### config.mk
export PLATFORM = sky130hd
export DESIGN_NAME = matmul_seq_ctrl
export DESIGN_NICKNAME = d
export VERILOG_FILES = /design/src/rtl/matmul_pkg.sv /design/src/rtl/matmul_mac.sv /design/src/rtl/matmul_seq_ctrl.sv
export SDC_FILE = /design/constraint.sdc
export NUM_CORES = 1
export LEC_CHECK = 0
export ABC_CLOCK_PERIOD_IN_PS = 9600
export BUFFER_PORTS_ARGS = -buffer_cell sky130_fd_sc_hd__buf_2
export CORE_MARGIN = 3
export CORE_UTILIZATION = 55
export DETAILED_ROUTE_END_ITERATION = 10
export MAX_ROUTING_LAYER = met4
export PLACE_DENSITY = 0.72
export SLEW_MARGIN = 20
export SYNTH_ARGS = -nofsm -noshare
export SYNTH_HDL_FRONTEND = slang
export SYNTH_SLANG_ARGS = --single-unit
### constraint.sdc
create_clock -name clk -period 9.6 [get_ports clk]
set_clock_uncertainty 0.2 [all_clocks]
set_input_delay 0.96 -clock clk [delete_from_list [all_inputs] [get_ports clk]]
set_output_delay 0.96 -clock clk [all_outputs]
set_load 0.02 [all_outputs]
### src/rtl/matmul_pkg.sv
// Shared types and derived constants for the matrix-multiply sequencer.
// Sizes below are for the default 4-bit, 3x3 configuration; the functions handle other sizes.
package matmul_pkg;

  typedef enum logic [2:0] {
    S_IDLE      = 3'd0,
    S_LOAD_A    = 3'd1,
    S_LOAD_B    = 3'd2,
    S_COMPUTE   = 3'd3,
    S_STORE     = 3'd4,
    S_SEND      = 3'd5,
    S_SEND_WAIT = 3'd6
  } state_t;

  localparam int DEF_DATA_WIDTH = 4;
  localparam int DEF_N          = 3;
  localparam logic [7:0] SAT_LIMIT = 8'hFF;

  // Two nibble-packed elements per byte, rounded up.
  function automatic int calc_nb(input int n);
    return (n * n + 1) / 2;
  endfunction

  // Wide enough to sum n full-scale products without wrapping.
  function automatic int calc_acc_w(input int dw, input int n);
    return 2 * dw + $clog2(n);
  endfunction

  localparam int NN    = DEF_N * DEF_N;
  localparam int NB    = calc_nb(DEF_N);
  localparam int ACC_W = calc_acc_w(DEF_DATA_WIDTH, DEF_N);

endpackage

### src/rtl/matmul_mac.sv
// Single shared multiply-accumulate unit, stepped once per COMPUTE cycle.
module matmul_mac import matmul_pkg::*; #(
  parameter int DATA_WIDTH = DEF_DATA_WIDTH,
  parameter int ACC_WIDTH  = ACC_W
) (
  input  logic                  clk,
  input  logic                  rst,
  input  logic                  clr,
  input  logic                  en,
  input  logic [DATA_WIDTH-1:0] a,
  input  logic [DATA_WIDTH-1:0] b,
  output logic [ACC_WIDTH-1:0]  acc
);

  always_ff @(posedge clk or posedge rst) begin
    if (rst)
      acc <= '0;
    else if (clr)
      acc <= '0;
    else if (en)
      acc <= acc + ACC_WIDTH'(a) * ACC_WIDTH'(b);
  end

endmodule

### src/rtl/matmul_seq_ctrl.sv
// Loads nibble-packed A/B over UART, runs the time-multiplexed MAC over all (i,j,k),
// saturates results into C and streams C back with a start/busy handshake.
module matmul_seq_ctrl import matmul_pkg::*; #(
  parameter int DATA_WIDTH = DEF_DATA_WIDTH,
  parameter int N          = DEF_N,
  parameter int OUT_WIDTH  = 8
) (
  input  logic       clk,
  input  logic       rst,
  input  logic       abort,
  input  logic [7:0] rx_data,
  input  logic       rx_ready,
  output logic [7:0] tx_data,
  output logic       tx_start,
  input  logic       tx_busy,
  output logic       busy,
  output logic       done,
  output logic       ovf,
  output logic       rx_overrun,
  output logic [2:0] state
);

  localparam int NUM_EL    = N * N;
  localparam int NUM_BYTES = calc_nb(N);
  localparam int ACC_BITS  = calc_acc_w(DATA_WIDTH, N);
  localparam int AW        = $clog2(NUM_EL);
  localparam int CW        = $clog2(NUM_EL + 1);
  localparam logic [CW-1:0] N_LAST    = CW'(N - 1);
  localparam logic [CW-1:0] EL_LAST   = CW'(NUM_EL - 1);
  localparam logic [CW-1:0] BYTE_LAST = CW'(NUM_BYTES - 1);

  state_t st, st_n;
  logic [CW-1:0] bcnt, bcnt_n, i, i_n, j, j_n, k, k_n, idx, idx_n;
  logic slack, slack_n;
  logic [7:0] tx_data_n;
  logic tx_start_n, done_n, ovf_n, ovr_n;
  logic a_we, b_we, c_we, mac_en, mac_clr;
  logic [DATA_WIDTH-1:0] a_mem [NUM_EL];
  logic [DATA_WIDTH-1:0] b_mem [NUM_EL];
  logic [OUT_WIDTH-1:0]  c_mem [NUM_EL];
  logic [AW-1:0] a_addr, b_addr, c_addr;
  logic [DATA_WIDTH-1:0] nib_lo, nib_hi;
  logic [ACC_BITS-1:0] acc;

  function automatic logic sat_hit(input logic [ACC_BITS-1:0] v);
    return v > ACC_BITS'(SAT_LIMIT);
  endfunction

  function automatic logic [OUT_WIDTH-1:0] sat_out(input logic [ACC_BITS-1:0] v);
    if (sat_hit(v)) return SAT_LIMIT;
    return v[OUT_WIDTH-1:0];
  endfunction

  assign a_addr = AW'(i * N + k);
  assign b_addr = AW'(k * N + j);
  assign c_addr = AW'(i * N + j);
  assign nib_lo = DATA_WIDTH'(rx_data[3:0]);
  assign nib_hi = DATA_WIDTH'(rx_data[7:4]);
  assign busy   = (st != S_IDLE);
  assign state  = st;

  matmul_mac #(.DATA_WIDTH(DATA_WIDTH), .ACC_WIDTH(ACC_BITS)) u_mac (
    .clk (clk),
    .rst (rst),
    .clr (mac_clr),
    .en  (mac_en),
    .a   (a_mem[a_addr]),
    .b   (b_mem[b_addr]),
    .acc (acc)
  );

  // Byte bcnt carries elements 2*bcnt (low nibble) and 2*bcnt+1 (high nibble).
  always_ff @(posedge clk or posedge rst) begin
    if (rst) begin
      for (int e = 0; e < NUM_EL; e++) begin
        a_mem[e] <= '0;
        b_mem[e] <= '0;
        c_mem[e] <= '0;
      end
    end else begin
      for (int e = 0; e < NUM_EL; e++) begin
        if (e / 2 == int'(bcnt)) begin
          if (a_we) a_mem[e] <= (e % 2 == 1) ? nib_hi : nib_lo;
          if (b_we) b_mem[e] <= (e % 2 == 1) ? nib_hi : nib_lo;
        end
      end
      if (c_we) c_mem[c_addr] <= sat_out(acc);
    end
  end

  always_ff @(posedge clk or posedge rst) begin
    if (rst) begin
      st <= S_IDLE;
      bcnt <= '0; i <= '0; j <= '0; k <= '0; idx <= '0;
      slack <= 1'b0;
      tx_data <= '0; tx_start <= 1'b0; done <= 1'b0;
      ovf <= 1'b0; rx_overrun <= 1'b0;
    end else begin
      st <= st_n;
      bcnt <= bcnt_n; i <= i_n; j <= j_n; k <= k_n; idx <= idx_n;
      slack <= slack_n;
      tx_data <= tx_data_n; tx_start <= tx_start_n; done <= done_n;
      ovf <= ovf_n; rx_overrun <= ovr_n;
    end
  end

  always_comb begin
    st_n = st;
    bcnt_n = bcnt; i_n = i; j_n = j; k_n = k; idx_n = idx;
    slack_n = slack;
    tx_data_n = tx_data; tx_start_n = 1'b0; done_n = 1'b0;
    ovf_n = ovf; ovr_n = rx_overrun;
    a_we = 1'b0; b_we = 1'b0; c_we = 1'b0; mac_en = 1'b0; mac_clr = 1'b0;
    if (abort) begin
      st_n = S_IDLE;
      bcnt_n = '0; i_n = '0; j_n = '0; k_n = '0; idx_n = '0;
      slack_n = 1'b0;
      mac_clr = 1'b1;
    end else begin
      if (rx_ready && (st inside {S_COMPUTE, S_STORE, S_SEND, S_SEND_WAIT})) ovr_n = 1'b1;
      case (st)
        S_IDLE: if (rx_ready) begin
          a_we = 1'b1;
          bcnt_n = CW'(1);
          ovf_n = 1'b0;
          ovr_n = 1'b0;
          st_n = S_LOAD_A;
        end
        S_LOAD_A, S_LOAD_B: if (rx_ready) begin
          a_we = (st == S_LOAD_A);
          b_we = (st == S_LOAD_B);
          if (bcnt == BYTE_LAST) begin
            bcnt_n = '0;
            if (st == S_LOAD_A) begin
              st_n = S_LOAD_B;
            end else begin
              st_n = S_COMPUTE;
              i_n = '0; j_n = '0; k_n = '0;
              mac_clr = 1'b1;
            end
          end else begin
            bcnt_n = bcnt + CW'(1);
          end
        end
        S_COMPUTE: begin
          mac_en = 1'b1;
          if (k == N_LAST) begin
            k_n = '0;
            st_n = S_STORE;
          end else begin
            k_n = k + CW'(1);
          end
        end
        S_STORE: begin
          c_we = 1'b1;
          mac_clr = 1'b1;
          if (sat_hit(acc)) ovf_n = 1'b1;
          st_n = S_COMPUTE;
          if (j == N_LAST) begin
            j_n = '0;
            if (i == N_LAST) begin
              i_n = '0;
              idx_n = '0;
              st_n = S_SEND;
            end else begin
              i_n = i + CW'(1);
            end
          end else begin
            j_n = j + CW'(1);
          end
        end
        S_SEND: if (!tx_busy) begin
          tx_data_n = c_mem[AW'(idx)];
          tx_start_n = 1'b1;
          st_n = S_SEND_WAIT;
        end
        // tx_busy is not trusted during the start cycle or the one after it.
        S_SEND_WAIT: begin
          if (tx_start) begin
            slack_n = 1'b1;
          end else if (slack) begin
            slack_n = 1'b0;
          end else if (!tx_busy) begin
            if (idx == EL_LAST) begin
              done_n = 1'b1;
              idx_n = '0;
              st_n = S_IDLE;
            end else begin
              idx_n = idx + CW'(1);
              st_n = S_SEND;
            end
          end
        end
        default: st_n = S_IDLE;
      endcase
    end
  end

endmodule

# Word-level counts from Yosys, hierarchy flattened
# Cells that the tools add are included.
# word_totals
ff_bits	190
latchBits	0
mem_bits_rw	0
romBits	0
in_bits	13
word_cells	217
n_memories	0
# classes
add_sub_neg	9
mul	3
n_div	0
magnitude_cmp	6
n_eq_ne	28
shifts	0
muxes	93
bitwise	6
n_reduce_logical	32
# op_table
cell	n
two-way mux 4 bit	25
bitwise mux 72 bit	1
two-way mux 8 bit	6
one-hot mux 4 bit (2 select lines)	5
two-way mux 3 bit	12
two-way mux 1 bit	34
binary-select mux 4 bit (select 4 bit)	2
binary-select mux 8 bit (select 4 bit)	1
demux 8 bit (select 4 bit)	1
!= test 3 bit (second input constant)	8
adder 4 x 1 -> 4 bit (second input constant)	5
greater-or-equal comparator 5 bit (second input constant)	4
two-way mux 10 bit	2
NOT 4 -> 5 bit	4
AND reduction 2 bit	10
one-hot mux 3 bit (6 select lines)	1
nonzero test 3 bit	5
adder 4 bit	3
== test 4 x 2 -> 1 bit (second input constant)	3
AND reduction 4 bit	3
adder 10 x 8 -> 10 bit	1
> comparator 10 x 8 -> 1 bit (second input constant)	1
== test 3 bit (second input constant)	3
!= test 3 x 2 -> 1 bit (second input constant)	3
24 further kinds	34

# Longest topological paths before layout
# logic_depth
word_depth	10
mapped_depth	22
mapped_depth_nobuf	22

# Hierarchy
# Synthesis repeated with hierarchy kept, for this count alone.
# hier_totals
hier_cells	832
hier_area_um2	10547.6
# by_module_without_submodules
mod	n_inst	cells_per_inst	area_per_inst_um2	seq_area_each_um2
matmul_seq_ctrl	1	693	9298.9	4504.3
matmul_mac	1	139	1248.7	250.2

# Worst setup path before layout
# Ideal clock, no wire load.
# synth_path
path_type	reg-to-reg
startpoint	register i[0]
endpoint	register u_mac.acc[8]
setup_ps	121
arrival_ps	5515
slack_ps	3764
stages_incl_launch_ff	21
path_buffers	0
cell_sequence	dfrtp_1 > ha_1 > inv_1 > fa_1 > inv_1 > ha_1 > xor2_1 > and3b_1 > nand2_1 > mux2_2 > or2_2 > fa_1 > fa_1 > fa_1 > inv_1 > ha_1 > o21ai_0 > o21bai_1 > a211o_1 > xor2_1 > a22o_1
# synth_via
elab_chain_len	10
# synth_rtl
item	line_no	rtl
from (decl)	matmul_seq_ctrl.sv:33	logic [CW-1:0] bcnt, bcnt_n, i, i_n, j, j_n, k, k_n, idx, idx_n;
from (signal assigned)	matmul_seq_ctrl.sv:100	bcnt <= bcnt_n; i <= i_n; j <= j_n; k <= k_n; idx <= idx_n;
multiplier 4 x 2 -> 4 bit	matmul_seq_ctrl.sv:54	assign a_addr = AW'(i * N + k);
adder 4 bit	matmul_seq_ctrl.sv:54	
NOT 4 -> 5 bit (not written as such)	matmul_seq_ctrl.sv:67	.a (a_mem[a_addr]),
binary-select mux 4 bit (select 4 bit)	matmul_seq_ctrl.sv:67	
two-way mux 4 bit (not written as such) (2 in series)	matmul_seq_ctrl.sv:67	
multiplier 4 x 4 -> 8 bit	matmul_mac.sv:21	acc <= acc + ACC_WIDTH'(a) * ACC_WIDTH'(b);
adder 10 x 8 -> 10 bit	matmul_mac.sv:21	
two-way mux 10 bit	matmul_mac.sv:20	else if (en)
two-way mux 10 bit	matmul_mac.sv:18	else if (clr)
to (signal assigned)	matmul_mac.sv:21	
to (decl)	matmul_mac.sv:12	output logic [ACC_WIDTH-1:0] acc
# No other way between the ends. The select of a mux whose other input is x is not followed.
# A chain may end at the register's enable or synchronous reset.

# Worst setup path in the final report
# layout_path
startpoint	register i[0]
endpoint	register u_mac.acc[7]
# Same word-level chain as after synthesis.

==> flow_summary_export.csv <==
group,metric,value,unit
run_status,run_status,"finished, final reports clean",
cells_and_area,fin_area,0.0112,mm2
yosys,ys_ff_latch,190,
cells_and_area,syn_to_final_growth,9.59,%
power,vdd_drop_max,0.000141,V
clocking,cts_tree,"built",
place,post-dp-hpwl,15500,um
detailed_routing,vias,6530,
yosys,synth_area,0.0103,mm2
job,max_cap_viol_count,0,
worst_setup_path,crit_required,9.72,ns
clocking,clockBufferDepth,2,
worst_setup_path,crit_arrival,6.43,ns
place,dpl-instance-area,0.0106,mm2
clocking,clockRootBuffer,"clkbuf_16",
power,netSwitchingPower,0.854,mW
detailed_routing,drt_wl_total,21200,um
timing,maxSlewViolCount,0,
floorplan,die_area,0.0203,mm2
timing,hold_violations,0,
cells_and_area,n_antenna_cell,0,
grt,grt_pass1_wl,36200,um
power,swShare,34.3,%
floorplan,die_h,143,um
floorplan,fp-row-count,49,
power,intPower,1.63,mW
worst_setup_path,cp-start-kind,"register",
grt,grtUsageTotal,23.2,%
yosys,ys.flop_type,"dfrtp_1",
timing,fin_crit_sh,65.8,%
grt,met3_usage,4.03,%
worst_setup_path,crit_fanout,8,
timing,fin_setup_tns,0,ns
yosys,ys_warn_count,0,
timing,rsz0062_at_grt,"false",
grt,grt.busiest_layer,"met2",
clocking,cts.sinks,190,
detailed_routing,firstDrtPassIters,5,
yosys,ys_seq_area_share,46.4,%
detailed_routing,drt_iter0_drc,445,
place,port_buffers,28,
yosys,postSynthAreaPerCell,12.5,um2
timing,max-slew-margin-rel,34.9,%
yosys,yosysTopAreaCell,"dfrtp_1",
detailed_routing,drc,0,
grt,antenna_found_initial,0,
floorplan,start_util,56.5,%
clocking,worstSkewPairLatency,0.43,ns
place,place_congestion,0.833,
cells_and_area,layout_common_cells,"dfrtp_1 (190), mux2_2 (146), nor2_1 (56)",
detailed_routing,routedWlPerCell,19.6,um
cells_and_area,drive_gt1_share,31.6,%
floorplan,core_area,0.0181,mm2
cells_and_area,final_common_cell,"dfrtp_1",
grt,grt_use_met1,28.3,%
floorplan,die_x,143,um
clocking,cts-resized-gates,0,
grt,first_global_vias,7087,
yosys,synth_cell_types,58,
yosys,async_flop_share,100,%
power,seqPwrFrac,40.2,%
yosys,yosys.area.top_type_share,46.4,%
clocking,cts_hold_buf,0,
yosys,ys_top_cells_by_area,"dfrtp_1 (46%), mux2_2 (16%), mux4_2 (7.0%)",
timing,setup_viol_count_final,0,
floorplan,pin_count,29,
clocking,clkTransAtPathRegs,0.07,ns
detailed_routing,antenna_left,0,
timing,min_period,6.32,ns
clocking,cts-htree-levels,4,
power,clock_power_share,29.2,%
worst_setup_path,worstSetupPathType,"reg2reg",
yosys,syn_nets,891,
worst_setup_path,end_kind,"register",
yosys,synth-edff-count,0,
timing,tightest_slew,0.977,ns
yosys,syn_inst,821,
clocking,post-cts-setup-buffers,0,
power,p_comb_share,30.6,%
grt,grt_use_met2,39.5,%
min_path,min-delay-path-class,"reg2reg",
power,pwr_density_cell,221,mW/mm2
cells_and_area,layout.nets,912,
detailed_routing,via_per_inst,6.02,
grt,overflow,0,
timing,fmax,158,MHz
clocking,cts_made_buffers,17,
grt,grt_max_degree,80,
power,p_leak,5.43,nW
-- flip-flops by register name (all words and copies together), names as in the netlist --
signal / cells
done: 1
slack: 1
state: 3
tx_start: 1
i: 4
tx_data: 8
c_mem: 72
ovf: 1
u_mac.acc: 10
bcnt: 4
a_mem: 36
k: 4
rx_overrun: 1
j: 4
idx: 4
b_mem: 36
-- cells in the mapped netlist, types with 7 or more instances --
| cell | number |
|---|---|
| dfrtp_1 | 190 |
| mux2_2 | 146 |
| nor2_1 | 56 |
| inv_1 | 46 |
| ha_1 | 42 |
| nand2_1 | 40 |
| o21ai_0 | 36 |
| mux4_2 | 32 |
| a21oi_1 | 31 |
| clkbuf_1 | 20 |
| mux2i_1 | 17 |
| fa_1 | 15 |
| nand3_1 | 14 |
| a22o_1 | 9 |
| buf_1 | 8 |
| or3_1 | 7 |
| xnor2_1 | 7 |
| xor2_1 | 7 |
-- cells by family after synthesis --
group | synth area share (%)
fa+ha+maj | 8.05
xor+xnor | 1.62
buf+inv | 2.95
compound gates | 6.80
flops | 46.4
simple gates | 9.26
mux | 24.9
-- cell type report --
cell class,count,area (um2)
repair buffers,35,193
well taps,229,287
clock inverters,15,198
clock buffers,17,425
inverters,46,178
fillers,1419,6910
flip-flops and latches,190,4750
multi-input cells,552,5200
-- per-layer routing --
metal	vias up	share of wire, %
met1	3331	42
met5	-	0
met3	44	3.3
met4	0	2.4
met2	156	52
li1	2999	-
-- per-stage QoR --
stage / setup slack [ns] / hold slack, ns / std cells / power, mW / util, %
finish: 3.28 / 0.288 / 1084 / 2.49 / 61.9
global route: 2.93 / 0.314 / 1084 / 2.66 / 61.9
CTS: 3.28 / 0.288 / 1084 / 2.51 / 61.9
detailed placement: 3.31 / 0.276 / 1052 / 1.78 / 58.5
global placement: 3.43 / 0.268 / 1052 / 1.73 / 58.5
floorplan: 3.27 / 0.250 / 821 / 1.58 / -
-- final timing paths --
kind                                            end  slack (ns)  cells past startpoint        startpoint
setup / recovery           u_mac.acc[7]$_DFFE_PP0P_        3.28                     20  i[0]$_DFFE_PP0P_
hold / removal                     i[3]$_DFFE_PP0P_        0.29                      1  i[3]$_DFFE_PP0P_
setup reg to reg           u_mac.acc[7]$_DFFE_PP0P_        3.28                     20  i[0]$_DFFE_PP0P_
hold reg to reg                    i[3]$_DFFE_PP0P_        0.29                      1  i[3]$_DFFE_PP0P_
max in group asynchronous      a_mem[1]$_DFFE_PP0P_        7.51                      3               rst
min in group asynchronous      state[2]$_DFFE_PP0P_        0.35                      2               rst
-- power by group through the flow --
stage / logic [mW] / clock network (mW) / registers, mW
after global routing: 0.870 / 0.774 / 1.02
after CTS: 0.772 / 0.737 / 0.999
final: 0.761 / 0.727 / 1.00
after detailed placement: 0.764 / 0 / 1.01
after global placement: 0.728 / 0 / 1.00
after floorplan: 0.585 / 0 / 0.996
-- critical path: stages, from the launching register on --
cell	delay [ns]
dfrtp_1	0.49
ha_1	0.22
inv_1	0.07
fa_1	0.50
inv_1	0.07
ha_1	0.31
xor2_1	0.50
and3b_1	0.31
nand2_1	0.07
mux2_2	0.29
or2_2	0.32
fa_1	0.50
fa_1	0.52
fa_1	0.52
inv_1	0.04
ha_1	0.35
a211oi_1	0.37
o21bai_1	0.13
a21oi_1	0.18
xnor2_1	0.08
a22o_1	0.17
Power figures use the tool's default switching activity.
